File: src/rtl/cpu_seq_controller.sv
// cpu_seq_controller
//   Multi-phase control FSM for the 16-bit CPU datapath. Latches the 7-bit
//   opcode on imem_ack and sequences FETCH -> DECODE -> EXEC -> [MEM -> [WB]]
//   -> PCUPD, driving every datapath control input. Instruction and data
//   memory use req/ack handshakes guarded by a timeout watchdog.
//
//   Parameters
//     RST_HOLD  cycles PCrst stays high after rst falls (1..15)
//     TIMEOUT   max req cycles without ack before FAULT (2..255)
//
//   Ports
//     clk, rst             rising-edge clock, synchronous active-high reset
//     run_i                1 = execute; only looked at in FETCH
//     IW2Contr_i[6:0]      opcode IW[31:25]
//     imem_ack_i           instruction word valid
//     dmem_ack_i           data access complete
//     imem_req_o           fetch request, held until imem_ack
//     dmem_req_o           data request, held until dmem_ack
//     dmem_we_o            1 = STORE
//     LPC_o                PC load strobe / datapath phase clock
//     rd1_o, rd2_o         register-bank read enables
//     wr_contr_o           register write enable
//     Lflag_contr_o        flag latch enable
//     isJumpInstr_o        conditional jump in PCUPD
//     isCallInstr_o        unconditional PC <- z in PCUPD
//     PCrst_o              PC register reset
//     selM1_o..selM3_o     datapath mux selects
//     fnSel_o              ALU function select
//     halted_o, fault_o    sticky terminal-state flags
//
//   Every output is a flop loaded from the next-state decode, so outputs
//   change exactly with the state and are glitch-free.
module cpu_seq_controller #(
  parameter int RST_HOLD = 4,
  parameter int TIMEOUT  = 16
) (
  input  logic       clk,
  input  logic       rst,
  input  logic       run_i,
  input  logic [6:0] IW2Contr_i,
  input  logic       imem_ack_i,
  input  logic       dmem_ack_i,
  output logic       imem_req_o,
  output logic       dmem_req_o,
  output logic       dmem_we_o,
  output logic       LPC_o,
  output logic       rd1_o,
  output logic       rd2_o,
  output logic       wr_contr_o,
  output logic       Lflag_contr_o,
  output logic       isJumpInstr_o,
  output logic       isCallInstr_o,
  output logic       PCrst_o,
  output logic [1:0] selM1_o,
  output logic [1:0] selM2_o,
  output logic [1:0] selM3_o,
  output logic [1:0] fnSel_o,
  output logic       halted_o,
  output logic       fault_o
);

  typedef enum logic [3:0] {
    S_RST, S_FETCH, S_DECODE, S_EXEC, S_MEM, S_WB, S_PCUPD, S_HALT, S_FAULT
  } state_e;

  typedef enum logic [3:0] {
    C_ALU, C_NOP, C_LOAD, C_STORE, C_CMP, C_HALT, C_JUMP, C_CALL, C_ILL
  } cls_e;

  localparam logic [3:0] HOLD_INIT = 4'(RST_HOLD);
  localparam logic [7:0] WD_LAST   = 8'(TIMEOUT - 1);

  function automatic cls_e decode(input logic [6:0] op);
    cls_e c;
    c = C_ILL;
    if (op[6]) c = C_ALU;
    else begin
      case (op[5:4])
        2'b00: begin
          case (op[3:0])
            4'h0:    c = C_NOP;
            4'h1:    c = C_LOAD;
            4'h2:    c = C_STORE;
            4'h3:    c = C_CMP;
            4'hF:    c = C_HALT;
            default: c = C_ILL;
          endcase
        end
        2'b01:   c = C_JUMP;
        2'b10:   c = C_CALL;
        default: c = C_ILL;
      endcase
    end
    return c;
  endfunction

  state_e     state_q, state_d;
  logic [3:0] hold_q, hold_d;
  logic [7:0] wd_q, wd_d;
  logic [6:0] op_q, op_d;
  cls_e       cls;

  logic       imem_req_q, imem_req_d;
  logic       dmem_req_q, dmem_req_d;
  logic       dmem_we_q, dmem_we_d;
  logic       lpc_q, lpc_d;
  logic       rd_q, rd_d;
  logic       wr_q, wr_d;
  logic       lflag_q, lflag_d;
  logic       jmp_q, jmp_d;
  logic       call_q, call_d;
  logic       pcrst_q, pcrst_d;
  logic [1:0] m1_q, m1_d, m2_q, m2_d, m3_q, m3_d, fn_q, fn_d;
  logic       halted_q, halted_d;
  logic       fault_q, fault_d;

  // Next state. Acks only count while the matching request is actually out.
  always_comb begin
    state_d = state_q;
    hold_d  = hold_q;
    wd_d    = wd_q;
    op_d    = op_q;
    case (state_q)
      S_RST: begin
        if (hold_q <= 4'd1) begin
          hold_d  = 4'd0;
          state_d = S_FETCH;
        end else begin
          hold_d = hold_q - 4'd1;
        end
      end
      S_FETCH: begin
        if (imem_req_q && imem_ack_i) begin
          op_d    = IW2Contr_i;
          state_d = S_DECODE;
        end else if (imem_req_q) begin
          if (wd_q == WD_LAST) state_d = S_FAULT;
          else                 wd_d    = wd_q + 8'd1;
        end
      end
      S_DECODE: begin
        case (decode(op_q))
          C_ILL:   state_d = S_FAULT;
          C_HALT:  state_d = S_HALT;
          default: state_d = S_EXEC;
        endcase
      end
      S_EXEC: begin
        if (decode(op_q) inside {C_LOAD, C_STORE}) state_d = S_MEM;
        else                                       state_d = S_PCUPD;
      end
      S_MEM: begin
        if (dmem_req_q && dmem_ack_i) begin
          state_d = (decode(op_q) == C_LOAD) ? S_WB : S_PCUPD;
        end else if (dmem_req_q) begin
          if (wd_q == WD_LAST) state_d = S_FAULT;
          else                 wd_d    = wd_q + 8'd1;
        end
      end
      S_WB:    state_d = S_PCUPD;
      S_PCUPD: state_d = S_FETCH;
      S_HALT:  state_d = S_HALT;
      S_FAULT: state_d = S_FAULT;
      default: state_d = S_FAULT;
    endcase
    // Watchdog restarts for each new handshake.
    if ((state_d == S_FETCH || state_d == S_MEM) && state_d != state_q) wd_d = 8'd0;
  end

  assign cls = decode(op_d);

  // Output decode of the next state, registered below.
  always_comb begin
    imem_req_d = 1'b0;
    dmem_req_d = 1'b0;
    dmem_we_d  = 1'b0;
    lpc_d      = 1'b0;
    rd_d       = 1'b0;
    wr_d       = 1'b0;
    lflag_d    = 1'b0;
    jmp_d      = 1'b0;
    call_d     = 1'b0;
    pcrst_d    = 1'b0;
    m1_d       = 2'b00;
    m2_d       = 2'b00;
    m3_d       = 2'b00;
    fn_d       = 2'b00;
    halted_d   = 1'b0;
    fault_d    = 1'b0;

    // Selects are set up in EXEC and held to the end of the instruction so
    // address and branch target stay stable through MEM/WB/PCUPD.
    if (state_d inside {S_EXEC, S_MEM, S_WB, S_PCUPD}) begin
      rd_d = 1'b1;
      case (cls)
        C_ALU: begin
          m1_d = op_d[2] ? 2'b10 : 2'b01;
          m3_d = 2'b10;
        end
        C_CMP: m1_d = 2'b01;
        C_LOAD, C_STORE: begin
          m1_d = 2'b10;
          fn_d = 2'b01;
        end
        C_JUMP, C_CALL: begin
          m2_d = 2'b10;
          fn_d = 2'b10;
        end
        default: ;
      endcase
    end

    case (state_d)
      S_RST:    pcrst_d = 1'b1;
      // Once raised, the fetch request stays up until acked even if run drops.
      S_FETCH:  imem_req_d = run_i || (state_q == S_FETCH && imem_req_q);
      S_DECODE: rd_d = 1'b1;
      S_EXEC: begin
        wr_d    = (cls == C_ALU) || (cls == C_CALL);
        lflag_d = (cls == C_CMP);
      end
      S_MEM: begin
        dmem_req_d = 1'b1;
        dmem_we_d  = (cls == C_STORE);
      end
      S_WB: begin
        m3_d = 2'b01;
        wr_d = 1'b1;
      end
      S_PCUPD: begin
        lpc_d  = 1'b1;
        jmp_d  = (cls == C_JUMP);
        call_d = (cls == C_CALL);
      end
      S_HALT: begin
        halted_d = 1'b1;
        rd_d     = 1'b0;
      end
      S_FAULT: begin
        fault_d = 1'b1;
        rd_d    = 1'b0;
      end
      default: ;
    endcase
  end

  always_ff @(posedge clk) begin
    if (rst) begin
      state_q    <= S_RST;
      hold_q     <= HOLD_INIT;
      wd_q       <= 8'd0;
      op_q       <= 7'd0;
      imem_req_q <= 1'b0;
      dmem_req_q <= 1'b0;
      dmem_we_q  <= 1'b0;
      lpc_q      <= 1'b0;
      rd_q       <= 1'b0;
      wr_q       <= 1'b0;
      lflag_q    <= 1'b0;
      jmp_q      <= 1'b0;
      call_q     <= 1'b0;
      pcrst_q    <= 1'b1;
      m1_q       <= 2'b00;
      m2_q       <= 2'b00;
      m3_q       <= 2'b00;
      fn_q       <= 2'b00;
      halted_q   <= 1'b0;
      fault_q    <= 1'b0;
    end else begin
      state_q    <= state_d;
      hold_q     <= hold_d;
      wd_q       <= wd_d;
      op_q       <= op_d;
      imem_req_q <= imem_req_d;
      dmem_req_q <= dmem_req_d;
      dmem_we_q  <= dmem_we_d;
      lpc_q      <= lpc_d;
      rd_q       <= rd_d;
      wr_q       <= wr_d;
      lflag_q    <= lflag_d;
      jmp_q      <= jmp_d;
      call_q     <= call_d;
      pcrst_q    <= pcrst_d;
      m1_q       <= m1_d;
      m2_q       <= m2_d;
      m3_q       <= m3_d;
      fn_q       <= fn_d;
      halted_q   <= halted_d;
      fault_q    <= fault_d;
    end
  end

  assign imem_req_o    = imem_req_q;
  assign dmem_req_o    = dmem_req_q;
  assign dmem_we_o     = dmem_we_q;
  assign LPC_o         = lpc_q;
  assign rd1_o         = rd_q;
  assign rd2_o         = rd_q;
  assign wr_contr_o    = wr_q;
  assign Lflag_contr_o = lflag_q;
  assign isJumpInstr_o = jmp_q;
  assign isCallInstr_o = call_q;
  assign PCrst_o       = pcrst_q;
  assign selM1_o       = m1_q;
  assign selM2_o       = m2_q;
  assign selM3_o       = m3_q;
  assign fnSel_o       = fn_q;
  assign halted_o      = halted_q;
  assign fault_o       = fault_q;

endmodule

File: config.mk
export PLATFORM = sky130hd
export DESIGN_NAME = cpu_seq_controller
export DESIGN_NICKNAME = d
export VERILOG_FILES = /design/src/rtl/cpu_seq_controller.sv
export SDC_FILE = /design/constraint.sdc
export NUM_CORES = 1
export LEC_CHECK = 0
export CORE_ASPECT_RATIO = 0.7
export CORE_UTILIZATION = 49
export DETAILED_ROUTE_END_ITERATION = 8
export GPL_TIMING_DRIVEN = 0
export PLACE_DENSITY = 0.83
export SYNTH_ARGS = -nofsm -noshare
export SYNTH_HDL_FRONTEND = slang
export SYNTH_SLANG_ARGS = --single-unit
File: constraint.sdc
create_clock -name clk -period 3.18 [get_ports clk]
set_input_delay 0.318 -clock clk [delete_from_list [all_inputs] [get_ports clk]]
set_output_delay 0.318 -clock clk [all_outputs]
set_load 0.01 [all_outputs]
==> run_summary.xml <==
<?xml version="1.0" encoding="UTF-8"?>
<metrics>
  <group name="layout">
    <metric name="antennaDiodeCount" unit="">0</metric>
    <metric name="layout.cell_area.non_filler" unit="µm²">2970</metric>
    <metric name="final_net_count" unit="">338</metric>
    <metric name="drive_above_1_share" unit="%">18.4</metric>
    <metric name="area.growth.synth_to_final" unit="%">28.2</metric>
  </group>
  <group name="sta">
    <metric name="worst_slew_pin_slew" unit="ns">0.811</metric>
    <metric name="setup_total_negative_slack" unit="ns">0</metric>
    <metric name="final.period_utilization" unit="%">96.3</metric>
    <metric name="finalMaxSlewViolations" unit="">0</metric>
    <metric name="fmax" unit="MHz">327</metric>
    <metric name="setup_repair_after_global_routing_missed_its_margin" unit="">no</metric>
    <metric name="fin_crit" unit="ns">3.06</metric>
    <metric name="hold_viol_final" unit="">0</metric>
    <metric name="rel_slew_slack" unit="%">45.4</metric>
    <metric name="setup_viol_count_final" unit="">0</metric>
    <metric name="fin_worst_skew" unit="ns">0.00292</metric>
    <metric name="worst_slack_on_hold_paths" unit="ns">0.508</metric>
  </group>
  <group name="clock_tree">
    <metric name="ctsLongestPathBuffers" unit="">2</metric>
    <metric name="clock-sinks" unit="">42</metric>
    <metric name="cts.htree.levels" unit="">2</metric>
    <metric name="numCtsBuffers" unit="">5</metric>
    <metric name="clockRootBuffer" unit="">sky130_fd_sc_hd__clkbuf_8</metric>
    <metric name="tritoncts" unit="">built</metric>
    <metric name="clk_transition_reported_paths" unit="ns">0.09</metric>
    <metric name="clock_insertion_delay_worst_skew" unit="ns">0.30</metric>
    <metric name="cts_hold_buf" unit="">0</metric>
  </group>
  <group name="yosys">
    <metric name="netlist_top_cells_area" unit="">sky130_fd_sc_hd__dfxtp_1 36%, sky130_fd_sc_hd__nor2_1 4.7%, sky130_fd_sc_hd__a21oi_1 4.5%, sky130_fd_sc_hd__ha_1 3.8%, sky130_fd_sc_hd__xor2_1 3.4%</metric>
    <metric name="synth.distinct_cells" unit="">67</metric>
    <metric name="synthDominantAreaCellType" unit="">sky130_fd_sc_hd__dfxtp_1</metric>
    <metric name="synth_enable_flop_cells" unit="">0</metric>
    <metric name="synth-seq-cells" unit="">42</metric>
    <metric name="synth-main-ff-cell" unit="">sky130_fd_sc_hd__dfxtp_1</metric>
    <metric name="fraction_of_registers_with_async_set_reset" unit="%">0</metric>
    <metric name="syn-cell-area" unit="µm²">2320</metric>
    <metric name="synthesis.nets" unit="">287</metric>
    <metric name="syn-instance-count" unit="">268</metric>
    <metric name="synth_largest_type_area_fraction" unit="%">36.3</metric>
    <metric name="synthesis.area_per_instance" unit="µm²">8.65</metric>
    <metric name="synth.yosys.warnings" unit="">0</metric>
    <metric name="ys_seq_area_share" unit="%">36.3</metric>
  </group>
  <group name="critical_path">
    <metric name="critical_path.max_fanout" unit="">9</metric>
    <metric name="path_class" unit="">flip-flop to flip-flop</metric>
    <metric name="start_kind" unit="">flip-flop</metric>
    <metric name="crit_required" unit="ns">3.39</metric>
    <metric name="timing.critical_path.arrival" unit="ns">3.27</metric>
    <metric name="timing.critical_path.to_type" unit="">flip-flop</metric>
  </group>
  <group name="route">
    <metric name="first_iter_violations" unit="">249</metric>
    <metric name="drt_wl_total" unit="mm">5.94</metric>
    <metric name="drt-pass1-iter-count" unit="">6</metric>
    <metric name="vias" unit="">2258</metric>
    <metric name="ant_nets" unit="">0</metric>
    <metric name="drc_errors" unit="">8</metric>
    <metric name="route.detailed.wl_per_inst" unit="µm">15.8</metric>
    <metric name="routed_via_density" unit="">6.02</metric>
  </group>
  <group name="global_route">
    <metric name="grt_first_pass_wirelength" unit="mm">9.34</metric>
    <metric name="number_of_global_route_vias_before_repair" unit="">2024</metric>
    <metric name="initial_antenna_violation_count" unit="">0</metric>
    <metric name="grt_util_all_layers" unit="%">24.0</metric>
    <metric name="grt_remaining_overflow" unit="">0</metric>
    <metric name="maximum_number_of_pins_on_one_net_before_global_route_repair" unit="">16</metric>
  </group>
  <group name="power_and_ir_drop">
    <metric name="intPower" unit="mW">0.961</metric>
    <metric name="power_switching" unit="mW">0.511</metric>
    <metric name="totalPowerFinal" unit="mW">1.47</metric>
    <metric name="ir_drop" unit="mV">0.392</metric>
    <metric name="power_share_of_the_clock_group" unit="%">24.9</metric>
    <metric name="share_comb_of_total_power" unit="%">34.2</metric>
    <metric name="power.switching_fraction" unit="%">34.7</metric>
    <metric name="power_frac_seq" unit="%">40.9</metric>
    <metric name="pwr_density_cell" unit="nW/µm²">495</metric>
    <metric name="static-leakage-power" unit="nW">1.12</metric>
  </group>
  <group name="run_status">
    <metric name="result_of_the_run" unit="">complete, but fails checks</metric>
    <metric name="failing_checks" unit="">design-rule violations</metric>
  </group>
  <group name="floorplanning">
    <metric name="die_w" unit="µm">84.2</metric>
    <metric name="fp-row-count" unit="">20</metric>
    <metric name="floorplan.initialDensity" unit="%">52.3</metric>
    <metric name="coreArea" unit="µm²">4430</metric>
    <metric name="dieHeight" unit="µm">59.6</metric>
    <metric name="boundaryPins" unit="">33</metric>
    <metric name="die_area" unit="µm²">5020</metric>
  </group>
  <group name="worst_hold_path">
    <metric name="hold_path_class" unit="">flip-flop to flip-flop</metric>
  </group>
  <group name="place">
    <metric name="dpl-instance-area" unit="µm²">2700</metric>
    <metric name="place_hpwl" unit="mm">4.05</metric>
    <metric name="port-buffer-count" unit="">31</metric>
    <metric name="globalplace.congestion" unit="">0.929</metric>
  </group>
  <group name="job">
    <metric name="timing.max_cap.violations" unit="">0</metric>
  </group>
</metrics>
-- worst paths after layout --
path	from	endpoint	slack, ns	depth (start not counted)
max	state_q[3]$_SDFF_PP0_	Lflag_contr_o$_SDFF_PP0_	0.12	14
min	op_q[1]$_SDFF_PP0_	op_q[1]$_SDFF_PP0_	0.51	2
max reg2reg	state_q[3]$_SDFF_PP0_	Lflag_contr_o$_SDFF_PP0_	0.12	14
min reg2reg	op_q[1]$_SDFF_PP0_	op_q[1]$_SDFF_PP0_	0.51	2
-- worst max-delay path: stages (launching register included) --
cell	delay, ns
sky130_fd_sc_hd__dfxtp_2	0.38
sky130_fd_sc_hd__or4b_4	0.53
sky130_fd_sc_hd__buf_6	0.15
sky130_fd_sc_hd__nor2_4	0.09
sky130_fd_sc_hd__buf_6	0.14
sky130_fd_sc_hd__nor2_1	0.05
sky130_fd_sc_hd__a21oi_2	0.14
sky130_fd_sc_hd__ha_2	0.24
sky130_fd_sc_hd__buf_6	0.12
sky130_fd_sc_hd__nand3_1	0.07
sky130_fd_sc_hd__nor4_1	0.23
sky130_fd_sc_hd__a311o_1	0.29
sky130_fd_sc_hd__buf_4	0.15
sky130_fd_sc_hd__nand3_1	0.12
sky130_fd_sc_hd__nor4_2	0.28
-- flip-flops by register name (all words and copies together), names as in the netlist, 2 cells and up --
name,cells
state_q,4
wd_q,8
selM3_o,2
hold_q,4
op_q,7
fnSel_o,2
selM1_o,2
-- cell type report --
cell class	instances	area, µm²
clock buffers	5	68.8
clock inverters	3	25.0
inverters	11	41.3
multi-input cells	202	1420
repair buffers	46	427
fillers	346	1460
flip-flops and latches	42	842
plain buffers	11	82.6
well taps	55	68.8
-- power groups by stage --
stage | Sequential (mW) | Clock [mW] | Combinational, mW
after detailed placement | 0.614 | 0 | 0.424
after global routing | 0.611 | 0.390 | 0.553
final | 0.602 | 0.366 | 0.504
after CTS | 0.602 | 0.366 | 0.448
after floorplan | 0.610 | 0 | 0.313
after global placement | 0.613 | 0 | 0.417
-- synth_stat cells (3+ instances only) --
cell and number:
sky130_fd_sc_hd__and3_1 3, sky130_fd_sc_hd__nand4_1 7, sky130_fd_sc_hd__mux2i_1 4, sky130_fd_sc_hd__ha_1 7, sky130_fd_sc_hd__a21oi_1 21, sky130_fd_sc_hd__nor2b_1 4, sky130_fd_sc_hd__xor2_1 9, sky130_fd_sc_hd__nor4_1 8
sky130_fd_sc_hd__buf_2 5, sky130_fd_sc_hd__nor4b_1 5, sky130_fd_sc_hd__inv_1 11, sky130_fd_sc_hd__nand2b_1 5, sky130_fd_sc_hd__clkbuf_1 3, sky130_fd_sc_hd__dfxtp_1 42, sky130_fd_sc_hd__xnor2_1 4, sky130_fd_sc_hd__nor3_1 5
sky130_fd_sc_hd__nor2_1 29, sky130_fd_sc_hd__nand2_1 20, sky130_fd_sc_hd__buf_4 3, sky130_fd_sc_hd__o21ai_0 7, sky130_fd_sc_hd__nand3_1 5
-- placed cells by master (no fill, tap or decap), types with 3 or more instances in the layout --
| cell | synthesis | final |
|---|---|---|
| sky130_fd_sc_hd__a21oi_1 | 21 | 18 |
| sky130_fd_sc_hd__a21oi_2 | 1 | 4 |
| sky130_fd_sc_hd__and3_1 | 3 | 3 |
| sky130_fd_sc_hd__buf_2 | 5 | 3 |
| sky130_fd_sc_hd__buf_4 | 3 | 16 |
| sky130_fd_sc_hd__buf_6 | 2 | 5 |
| sky130_fd_sc_hd__clkbuf_8 | 0 | 5 |
| sky130_fd_sc_hd__clkdlybuf4s50_1 | 0 | 31 |
| sky130_fd_sc_hd__dfxtp_1 | 42 | 41 |
| sky130_fd_sc_hd__ha_1 | 7 | 6 |
| sky130_fd_sc_hd__inv_1 | 11 | 11 |
| sky130_fd_sc_hd__mux2i_1 | 4 | 3 |
| sky130_fd_sc_hd__nand2_1 | 20 | 20 |
| sky130_fd_sc_hd__nand2b_1 | 5 | 5 |
| sky130_fd_sc_hd__nand3_1 | 5 | 5 |
| sky130_fd_sc_hd__nand4_1 | 7 | 7 |
| sky130_fd_sc_hd__nor2_1 | 29 | 28 |
| sky130_fd_sc_hd__nor2b_1 | 4 | 4 |
| sky130_fd_sc_hd__nor3_1 | 5 | 5 |
| sky130_fd_sc_hd__nor4_1 | 8 | 7 |
| sky130_fd_sc_hd__nor4b_1 | 5 | 5 |
| sky130_fd_sc_hd__o21ai_0 | 7 | 7 |
| sky130_fd_sc_hd__xnor2_1 | 4 | 4 |
| sky130_fd_sc_hd__xor2_1 | 9 | 9 |
-- routing by layer --
metal	up-vias	routed length (µm)	global-route usage, %
met5	-	0	0
met4	0	61	8.13
met2	106	2590	37.2
li1	1091	-	-
met3	9	564	6.41
met1	1052	2720	32.8
-- through the flow --
step / std cells / worst slack, ns / utilization [%]
floorplan: 268 / 0.0284 / -
global placement: 354 / -0.442 / 61.0
global route: 375 / 0.0163 / 67.1
finish: 375 / 0.118 / 67.1
CTS: 368 / 0.0365 / 65.2
detailed placement: 354 / -0.526 / 61.0
-- repair_timing --
action                                  CTS  global route
pin swaps                                 4             5
setup buffers                             7             8
gates cloned                              0             0
resized for setup                        10             9
endpoints found under the setup margin   11            18
-- cells by family (layout without fill, tap and decap cells) --
logic type	after synthesis	count (layout)	synth area share (%)
xor+xnor	13	13	4.91
mux	5	5	2.21
other cells	1	1	0.162
buf+inv	24	76	5.29
flops	42	42	36.3
simple gates	112	112	27.7
compound gates	64	64	19.6
fa+ha+maj	7	7	3.78
Power figures use the tool's default switching activity.
